===== src/rtl/am_err_pkg.sv =====
// Shared types and constants for the approximate-multiplier error monitor.
package am_err_pkg;

  // Default operand width. Modules derive their own widths from their OP_W parameter.
  localparam int DEF_OP_W   = 32;
  localparam int DEF_PROD_W = 2 * DEF_OP_W;
  localparam int DEF_ERR_W  = DEF_PROD_W + 1;

  // Number of datapath stages between sample acceptance and the statistics update.
  localparam int PIPE_LAT = 3;

  typedef enum logic [1:0] {
    IDLE  = 2'd0,
    RUN   = 2'd1,
    DRAIN = 2'd2,
    DONE  = 2'd3
  } state_e;

endpackage


===== src/rtl/am_err_stage.sv =====
// Three-stage datapath: register the sample, form the exact product, then form
// the signed error e = z - x*y and its magnitude. Valids are flushable.
module am_err_stage
  import am_err_pkg::*;
#(
  parameter int OP_W = 32
) (
  input  logic              clk,
  input  logic              rst_n,
  input  logic              flush_i,
  input  logic              in_valid_i,
  input  logic [OP_W-1:0]   x_i,
  input  logic [OP_W-1:0]   y_i,
  input  logic [2*OP_W-1:0] z_i,
  output logic              busy_o,
  output logic              out_valid_o,
  output logic [2*OP_W:0]   err_o,
  output logic [2*OP_W:0]   abs_o,
  output logic [OP_W-1:0]   x_o,
  output logic [OP_W-1:0]   y_o
);

  localparam int PW = 2 * OP_W;
  localparam int EW = PW + 1;

  logic [PIPE_LAT-1:0] vld_q;
  logic [OP_W-1:0]     x1_q, y1_q, x2_q, y2_q, x3_q, y3_q;
  logic [PW-1:0]       z1_q, z2_q, p2_q;
  logic [EW-1:0]       e3_q, a3_q;
  logic [EW-1:0]       e_d, a_d;

  // Error and magnitude from stage-2 values; magnitude of a 65-bit error always fits 65 bits.
  always_comb begin
    e_d = {1'b0, z2_q} - {1'b0, p2_q};
    a_d = e_d[EW-1] ? (~e_d + 1'b1) : e_d;
  end

  // Valid shift register; flush drops everything in flight.
  always_ff @(posedge clk or negedge rst_n) begin
    if (!rst_n)       vld_q <= '0;
    else if (flush_i) vld_q <= '0;
    else              vld_q <= {vld_q[PIPE_LAT-2:0], in_valid_i};
  end

  // Data stages: capture, exact product, signed error and magnitude.
  always_ff @(posedge clk or negedge rst_n) begin
    if (!rst_n) begin
      x1_q <= '0; y1_q <= '0; z1_q <= '0;
      x2_q <= '0; y2_q <= '0; z2_q <= '0; p2_q <= '0;
      x3_q <= '0; y3_q <= '0; e3_q <= '0; a3_q <= '0;
    end else begin
      x1_q <= x_i;  y1_q <= y_i;  z1_q <= z_i;
      x2_q <= x1_q; y2_q <= y1_q; z2_q <= z1_q; p2_q <= x1_q * y1_q;
      x3_q <= x2_q; y3_q <= y2_q; e3_q <= e_d;  a3_q <= a_d;
    end
  end

  assign busy_o      = |vld_q;
  assign out_valid_o = vld_q[PIPE_LAT-1];
  assign err_o       = e3_q;
  assign abs_o       = a3_q;
  assign x_o         = x3_q;
  assign y_o         = y3_q;

endmodule


===== src/rtl/am_err_monitor.sv =====
// Error-statistics monitor for approximate multipliers: window FSM, input
// handshake and saturating accumulators over the error datapath.
// Handshake: a sample is accepted on a rising edge where in_valid && in_ready;
// in_ready is a function of state and accepted count only, never of in_valid.
module am_err_monitor
  import am_err_pkg::*;
#(
  parameter int OP_W  = 32,
  parameter int SUM_W = 96,   // must be at least 2*OP_W+1
  parameter int CNT_W = 32
) (
  input  logic              clk,
  input  logic              rst_n,
  input  logic              start,
  input  logic              clear,
  input  logic [CNT_W-1:0]  cfg_n,
  input  logic              in_valid,
  output logic              in_ready,
  input  logic [OP_W-1:0]   x,
  input  logic [OP_W-1:0]   y,
  input  logic [2*OP_W-1:0] z,
  output logic              busy,
  output logic              done,
  output logic [CNT_W-1:0]  stat_count,
  output logic [CNT_W-1:0]  stat_nz,
  output logic [SUM_W-1:0]  stat_sum_abs,
  output logic [SUM_W-1:0]  stat_sum_err,
  output logic [2*OP_W:0]   stat_max_abs,
  output logic [OP_W-1:0]   stat_max_x,
  output logic [OP_W-1:0]   stat_max_y,
  output state_e            dbg_state
);

  localparam int EW = 2 * OP_W + 1;

  state_e           state_q, state_d;
  logic [CNT_W-1:0] cfg_q, acc_q, acc_d, acc_inc;
  logic             busy_q, done_q;
  logic             fire, pipe_busy, s3_valid, zero_stats;
  logic [EW-1:0]    s3_err, s3_abs;
  logic [OP_W-1:0]  s3_x, s3_y;

  logic [CNT_W-1:0] cnt_q, nz_q;
  logic [SUM_W-1:0] sabs_q, serr_q, sabs_d, serr_d;
  logic [EW-1:0]    max_q;
  logic [OP_W-1:0]  max_x_q, max_y_q;
  logic [SUM_W:0]   abs_sum, err_sum;

  assign in_ready   = (state_q == RUN) && (acc_q < cfg_q);
  assign fire       = in_valid && in_ready;
  assign acc_inc    = acc_q + CNT_W'(fire);
  assign zero_stats = clear || (start && (state_q == IDLE || state_q == DONE));

  am_err_stage #(.OP_W(OP_W)) u_stage (
    .clk(clk), .rst_n(rst_n), .flush_i(clear), .in_valid_i(fire),
    .x_i(x), .y_i(y), .z_i(z),
    .busy_o(pipe_busy), .out_valid_o(s3_valid), .err_o(s3_err), .abs_o(s3_abs),
    .x_o(s3_x), .y_o(s3_y)
  );

  // Next-state and accepted-count logic; clear overrides start.
  always_comb begin
    state_d = state_q;
    acc_d   = acc_q;
    if (clear) begin
      state_d = IDLE;
      acc_d   = '0;
    end else begin
      case (state_q)
        IDLE, DONE: if (start) begin state_d = RUN; acc_d = '0; end
        RUN: begin
          acc_d = acc_inc;
          if (acc_inc == cfg_q) state_d = DRAIN;
        end
        DRAIN: if (!pipe_busy) state_d = DONE;
        default: state_d = IDLE;
      endcase
    end
  end

  // FSM registers with registered busy/done; cfg_n latched when a window is armed.
  always_ff @(posedge clk or negedge rst_n) begin
    if (!rst_n) begin
      state_q <= IDLE; cfg_q <= '0; acc_q <= '0; busy_q <= 1'b0; done_q <= 1'b0;
    end else begin
      state_q <= state_d;
      acc_q   <= acc_d;
      busy_q  <= (state_d == RUN) || (state_d == DRAIN);
      done_q  <= (state_d == DONE) && (state_q != DONE);
      if (!clear && start && (state_q == IDLE || state_q == DONE)) cfg_q <= cfg_n;
    end
  end

  // Saturating sums: unsigned carry-out clamps to all-ones; signed overflow clamps to min/max.
  always_comb begin
    abs_sum = {1'b0, sabs_q} + {{(SUM_W + 1 - EW){1'b0}}, s3_abs};
    err_sum = {serr_q[SUM_W-1], serr_q} + {{(SUM_W + 1 - EW){s3_err[EW-1]}}, s3_err};
    sabs_d  = abs_sum[SUM_W] ? {SUM_W{1'b1}} : abs_sum[SUM_W-1:0];
    serr_d  = err_sum[SUM_W-1:0];
    if (err_sum[SUM_W] != err_sum[SUM_W-1])
      serr_d = err_sum[SUM_W] ? {1'b1, {(SUM_W-1){1'b0}}} : {1'b0, {(SUM_W-1){1'b1}}};
  end

  // Statistics accumulate once per stage-3 sample; max keeps the first of a tie.
  always_ff @(posedge clk or negedge rst_n) begin
    if (!rst_n) begin
      cnt_q <= '0; nz_q <= '0; sabs_q <= '0; serr_q <= '0;
      max_q <= '0; max_x_q <= '0; max_y_q <= '0;
    end else if (zero_stats) begin
      cnt_q <= '0; nz_q <= '0; sabs_q <= '0; serr_q <= '0;
      max_q <= '0; max_x_q <= '0; max_y_q <= '0;
    end else if (s3_valid) begin
      cnt_q  <= cnt_q + 1'b1;
      nz_q   <= nz_q + CNT_W'(s3_err != '0);
      sabs_q <= sabs_d;
      serr_q <= serr_d;
      if (s3_abs > max_q) begin
        max_q <= s3_abs; max_x_q <= s3_x; max_y_q <= s3_y;
      end
    end
  end

  assign busy         = busy_q;
  assign done         = done_q;
  assign stat_count   = cnt_q;
  assign stat_nz      = nz_q;
  assign stat_sum_abs = sabs_q;
  assign stat_sum_err = serr_q;
  assign stat_max_abs = max_q;
  assign stat_max_x   = max_x_q;
  assign stat_max_y   = max_y_q;
  assign dbg_state    = state_q;

endmodule

===== config.mk =====
export PLATFORM = sky130hd
export DESIGN_NAME = am_err_monitor
export DESIGN_NICKNAME = d
export VERILOG_FILES = /design/src/rtl/am_err_pkg.sv /design/src/rtl/am_err_stage.sv /design/src/rtl/am_err_monitor.sv
export SDC_FILE = /design/constraint.sdc
export NUM_CORES = 2
export LEC_CHECK = 0
export BUFFER_PORTS_ARGS = -buffer_cell sky130_fd_sc_hd__clkbuf_2
export CORE_UTILIZATION = 47
export CTS_BUF_LIST = sky130_fd_sc_hd__clkbuf_4 sky130_fd_sc_hd__clkbuf_8 sky130_fd_sc_hd__clkbuf_16
export DETAILED_ROUTE_END_ITERATION = 6
export GPL_TIMING_DRIVEN = 1
export PLACE_DENSITY_LB_ADDON = 0.08
export SYNTH_ARGS = -nofsm -noshare
export SYNTH_HDL_FRONTEND = slang
export SYNTH_SLANG_ARGS = --single-unit

===== constraint.sdc =====
create_clock -name clk -period 20.1 [get_ports clk]
set_input_delay 4.02 -clock clk [delete_from_list [all_inputs] [get_ports clk]]
set_output_delay 4.02 -clock clk [all_outputs]
set_load 0.01 [all_outputs]

# Yosys cells after proc, flatten, opt, wreduce, memory -nomap -nowiden

Cells that the tools add are included.

Bits in registers: 970
Input port bits: 165
Output and inout port bits: 390
Logic and storage cells: 94

$add $sub $neg: 7
$mul: 1
$lt $le $gt $ge: 2
Equal/unequal tests: 10
Multiplexer cells: 30
Bitwise logic cells: 1
Reduce and logical (&&, ||, !) cells: 19

Operators with widths:

| cell                    | number |
|---|---|
| $mux W96                | 7 |
| $mux W32                | 12 |
| $mux W65                | 4 |
| $add A96 B65 Y97        | 2 |
| $add A65 B1 Y65 const B | 1 |
| $gt A65 B65 Y1          | 1 |
| $not A65 Y65            | 1 |
| $reduce_bool A65 Y1     | 1 |
| $sub A64 B64 Y65        | 1 |
| $add A32 B1 Y32         | 2 |
| $mul A32 B32 Y64        | 1 |
| $pmux W32 S2            | 1 |
| $add A32 B1 Y32 const B | 1 |
| $eq A32 B32 Y1          | 1 |
| $lt A32 B32 Y1          | 1 |
| $eq A2 B2 Y1 const B    | 4 |
| $mux W2                 | 4 |
| $logic_and A1 B1 Y1     | 6 |
| $pmux W2 S3             | 1 |
| $eq A2 B1 Y1 const B    | 2 |
| $reduce_and A2 Y1       | 2 |
| $reduce_bool A2 Y1      | 2 |
| $logic_or A1 B1 Y1      | 3 |
| $mux W3                 | 1 |
| 8 further kinds         | 8 |

# Longest topological paths before layout

Depth in word-level cells: 10
Gate-level depth with buffers: 30
Depth with buffers taken out: 29

# Cells and area by module

From an unflattened synthesis, not the netlist that was laid out.

Cells, all modules: 9246
Area total of the unflattened synthesis: 87101.0 um^2

By module, submodules not included:

| module         | times used | cells each | area each (um^2) |
|---|---|---|---|
| am_err_stage   | 1          | 5104       | 52062.4 |
| am_err_monitor | 1          | 4142       | 35038.6 |

# Worst setup path before layout

OpenSTA, ideal clock, no wires.

Path type: register to register
Start point: register u_stage.y1_q[8]
End point: register u_stage.p2_q[56]
Library setup time: 116 ps
Arrival: 7588 ps
Data required time: 19984 ps
Slack: 12397 ps
Cell stages (with the launch flop): 26
Path buffers: 1
Clock period less this slack: 7703 ps
Cells stage by stage: dfrtp_1 clkbuf_1 and2_1 fa_1 fa_1 inv_1 fa_1 fa_1 fa_1 inv_1 fa_1 fa_1 inv_1 fa_1 inv_1 ha_1 and3_1 and2_1 nand2_1 or3_1 o22ai_1 nor4b_1 o31a_1 o41a_1 or4b_2 o311ai_0

Longest elaborated chain between the ends: 1

RTL lines:

| element                  | RTL line           | source |
|---|---|---|
| start: declaration       | am_err_stage.sv:27 | `logic [OP_W-1:0] x1_q, y1_q, x2_q, y2_q, x3_q, y3_q;` |
| start signal: assignment | am_err_stage.sv:52 | `x1_q <= x_i; y1_q <= y_i; z1_q <= z_i;` |
| $mul A32 B32 Y64         | am_err_stage.sv:53 | `x2_q <= x1_q; y2_q <= y1_q; z2_q <= z1_q; p2_q <= x1_q * y1_q;` |
| end signal: assignment   | am_err_stage.sv:53 |  |
| end: declaration         | am_err_stage.sv:28 | `logic [PW-1:0] z1_q, z2_q, p2_q;` |

Every way passes these cells.
A chain may end at the register's enable or synchronous reset.

# Worst setup path after layout

Start point: register u_stage.x1_q[13]
End point: register u_stage.p2_q[56]

Longest elaborated chain between the ends: 1

RTL lines:

| element                  | RTL line |
|---|---|
| start: declaration       | am_err_stage.sv:27 |
| start signal: assignment | am_err_stage.sv:52 |
| $mul A32 B32 Y64         | am_err_stage.sv:53 |

Every way passes these cells.

==> metrics.yaml <==
routing:
  wl_per_cell_um: 22.8
  viasPerCell: 5.57
  detail-route-antenna-nets: 0
  drt_first_pass_iters: 6
  drt-total-wl_um: 267000
  drtIter0Drc: 4859
  route.detailed.drc: 0
  route.vias.total: 65285
die:
  die_h_um: 426
  floorplan.die_area_um2: 181000
  rows: 155
  die_w_um: 426
  coreArea_um2: 178000
  pin_count: 555
  initial_core_util_pct: 47.3
logic_synthesis:
  syn_inst: 8941
  synth-edff-count: 0
  syn-num-nets: 10599
  yosys.area.top_type: "dfrtp_1"
  yosysSeqAreaShare_pct: 28.7
  ys_types: 94
  syn_area_um2: 84500
  yosys_warnings: 0
  async_flop_share_pct: 100
  synth_top_area_share_pct: 28.7
  syn_area_per_cell_um2: 9.45
  synth.area.top_cells: "dfrtp_1 29%, fa_1 21%, ha_1 8.8%, inv_1 4.9%, and2_1 4.8%"
  ys_seq_elements: 969
  ys.flop_type: "dfrtp_1"
timing:
  period_minus_slack_ns: 9.02
  worstMarginPinSlew_ns: 1.17
  drv_slew: 0
  skew_ns: 0.0658
  min_period_over_period_pct: 44.9
  setup_tns_ns: 0
  finalHoldViolCount: 0
  finalSetupViolCount: 0
  slew_headroom_pct: 21.7
  rsz0062_at_grt: "no"
  max_freq_mhz: 111
critical_path:
  cp.arrival_ns: 9.64
  path_max_fanout: 21
  r2r_cells: 25
  rrSetupSlack_ns: 11.08
  worst_setup_path_end_kind: "register"
  crit_required_ns: 20.73
  critPathKind: "reg -> reg"
  worstSetupStartpointType: "register"
hold_path:
  hp-class: "reg -> reg"
  holdPathStages: 0
global_route:
  grt.overflow.total: 0
  grt_pass1_vias: 66275
  grt_start_max_net_pins: 168
  grt_pass1_wl_um: 407000
  antenna_found_initial: 13
  track_usage_pct: 29.4
cts:
  clk_pin_slew_ns: 0.06
  postCtsHoldBufs: 0
  clock_latency_ns: 0.81
  post_cts_buffers: 0
  cts_root_buf: "clkbuf_16"
  cts_max_level: 3
  cts_buffer_depth: 3
  cts.sinks: 969
  cts_made_buffers: 113
  cts_tree: "built"
  cts_resized: 0
cells_and_area:
  drive_above_1_share_pct: 10.4
  postLayoutCoreUtil_pct: 52.5
  multiInputGateArea_um2: 54500
  n_fill_cell: 16635
  area_delta_synth_final_pct: 10.8
  fin_nets: 10916
  seq_area_um2: 24300
place:
  io_buffers: 554
  gp_congestion: 0.941
  hpwl_um: 203000
flow_run:
  cap_violations: 0
run_status:
  status: "completed"
-- worst max-delay path: stages (launching register included) --
cell      delay (ns)
dfrtp_1         0.70
buf_4           0.42
and2_1          0.22
fa_1            0.41
fa_1            0.49
inv_1           0.06
fa_1            0.56
fa_1            0.48
fa_1            0.55
inv_1           0.06
fa_1            0.45
fa_1            0.49
inv_1           0.05
fa_1            0.47
inv_1           0.04
ha_1            0.38
and3_1          0.27
and2_1          0.19
nand2_1         0.11
or3_1           0.34
o22ai_1         0.41
nor4b_1         0.18
o31a_1          0.39
o41a_1          0.40
or4b_2          0.65
o311ai_0        0.13
-- cell usage in the layout (no fill, tap or decap), drive strengths merged, types with 12 or more instances in the layout --
cell type  Yosys  layout
nand4        140     140
nor3         105     105
a21o         237     237
clkinv         0      36
a21boi        14      14
o21ai        428     428
or3           32      32
and2         648     648
nor2         568     568
dfrtp        969     969
and4          14      14
a31oi        114     114
nand2        836     836
clkbuf       422     690
xnor2        223     223
mux2i        138     138
nand3        106     106
bufinv         0      19
o31ai         39      39
o21a          53      53
ha           594     594
a221oi        13      13
mux2          33      33
nand2b        41      41
nor3b         12      12
nor4          43      43
a21oi        455     455
fa           899     899
xor2         189     189
and3          82      82
a211oi        29      29
inv         1109    1122
nor2b         36      36
o211ai        31      31
or2           15      15
buf           23      94
o21bai        64      64
-- flip-flops by register name (all words and copies together), names as in the netlist, 64 cells and up --
| register | count |
|---|---|
| stat_max_abs | 65 |
| stat_sum_err | 96 |
| u_stage.err_o | 64 |
| u_stage.z2_q | 64 |
| u_stage.z1_q | 64 |
| stat_sum_abs | 96 |
| u_stage.abs_o | 65 |
| u_stage.p2_q | 64 |
-- cells in the mapped netlist, types with 189 or more instances --
cell      instances
fa_1            899
clkbuf_1        422
nand2_1         836
ha_1            594
inv_1          1107
nor2_1          568
xor2_1          189
xnor2_1         223
a21oi_1         454
and2_1          648
o21ai_0         422
dfrtp_1         969
a21o_1          237
-- area by class of cell --
class | count | share of cell area, %
inverters | 1109 | 4.45
clock inverters | 78 | 1.19
repair buffers | 647 | 3.75
flip-flops and latches | 969 | 25.9
diodes | 11 | 0.0294
multi-input cells | 6418 | 58.2
well taps | 2355 | 3.15
clock buffers | 137 | 3.32
-- cell families after synthesis --
kind of cell	count (synthesis)	synth area share, %
DFF	969	28.7
adders and majority gates	1493	30.1
buffers and inverters	1554	6.91
and+or+nand+nor	2722	16.0
xor gates and xnor gates	412	4.27
muxes	171	2.08
AOI/OAI and AO/OA	1620	12.0
-- path summary, 6_finish.rpt --
| check | end | from |
|---|---|---|
| max | u_stage.p2_q[56] | u_stage.x1_q[13] |
| min | u_stage.y_o[11] | u_stage.y2_q[11] |
| max reg2reg | u_stage.p2_q[56] | u_stage.x1_q[13] |
| min reg2reg | u_stage.y_o[11] | u_stage.y2_q[11] |
| max in group asynchronous | u_stage.x1_q[7] | rst_n |
| min in group asynchronous | stat_sum_err[81] | rst_n |
-- metrics by stage --
stage	hold WS (ns)	setup slack [ns]	instances	instance area [µm²]
6_report	0.343	11.08	11724	93600
5_1_grt	0.350	10.80	11723	93600
4_1_cts	0.347	11.10	11713	93600
3_5_place_dp	0.335	11.16	11498	89300
3_3_place_gp	0.332	11.26	11498	89300
2_1_floorplan	0.331	12.40	8941	84500
-- per-layer routing --
metal  track usage, %  vias to the layer above  routed length, µm  part of all wire, %
met5                0                        -                 25               0.0094
met4             11.1                        4              10500                  3.9
met3             3.72                      402              14700                  5.5
met2             47.8                     1950             125000                   47
met1             40.2                    32938             116000                   44
li1                 -                    29991                  -                    -
Power is not shown: default switching activity piles up to over one toggle a cycle in this logic, so the estimate is an artifact.
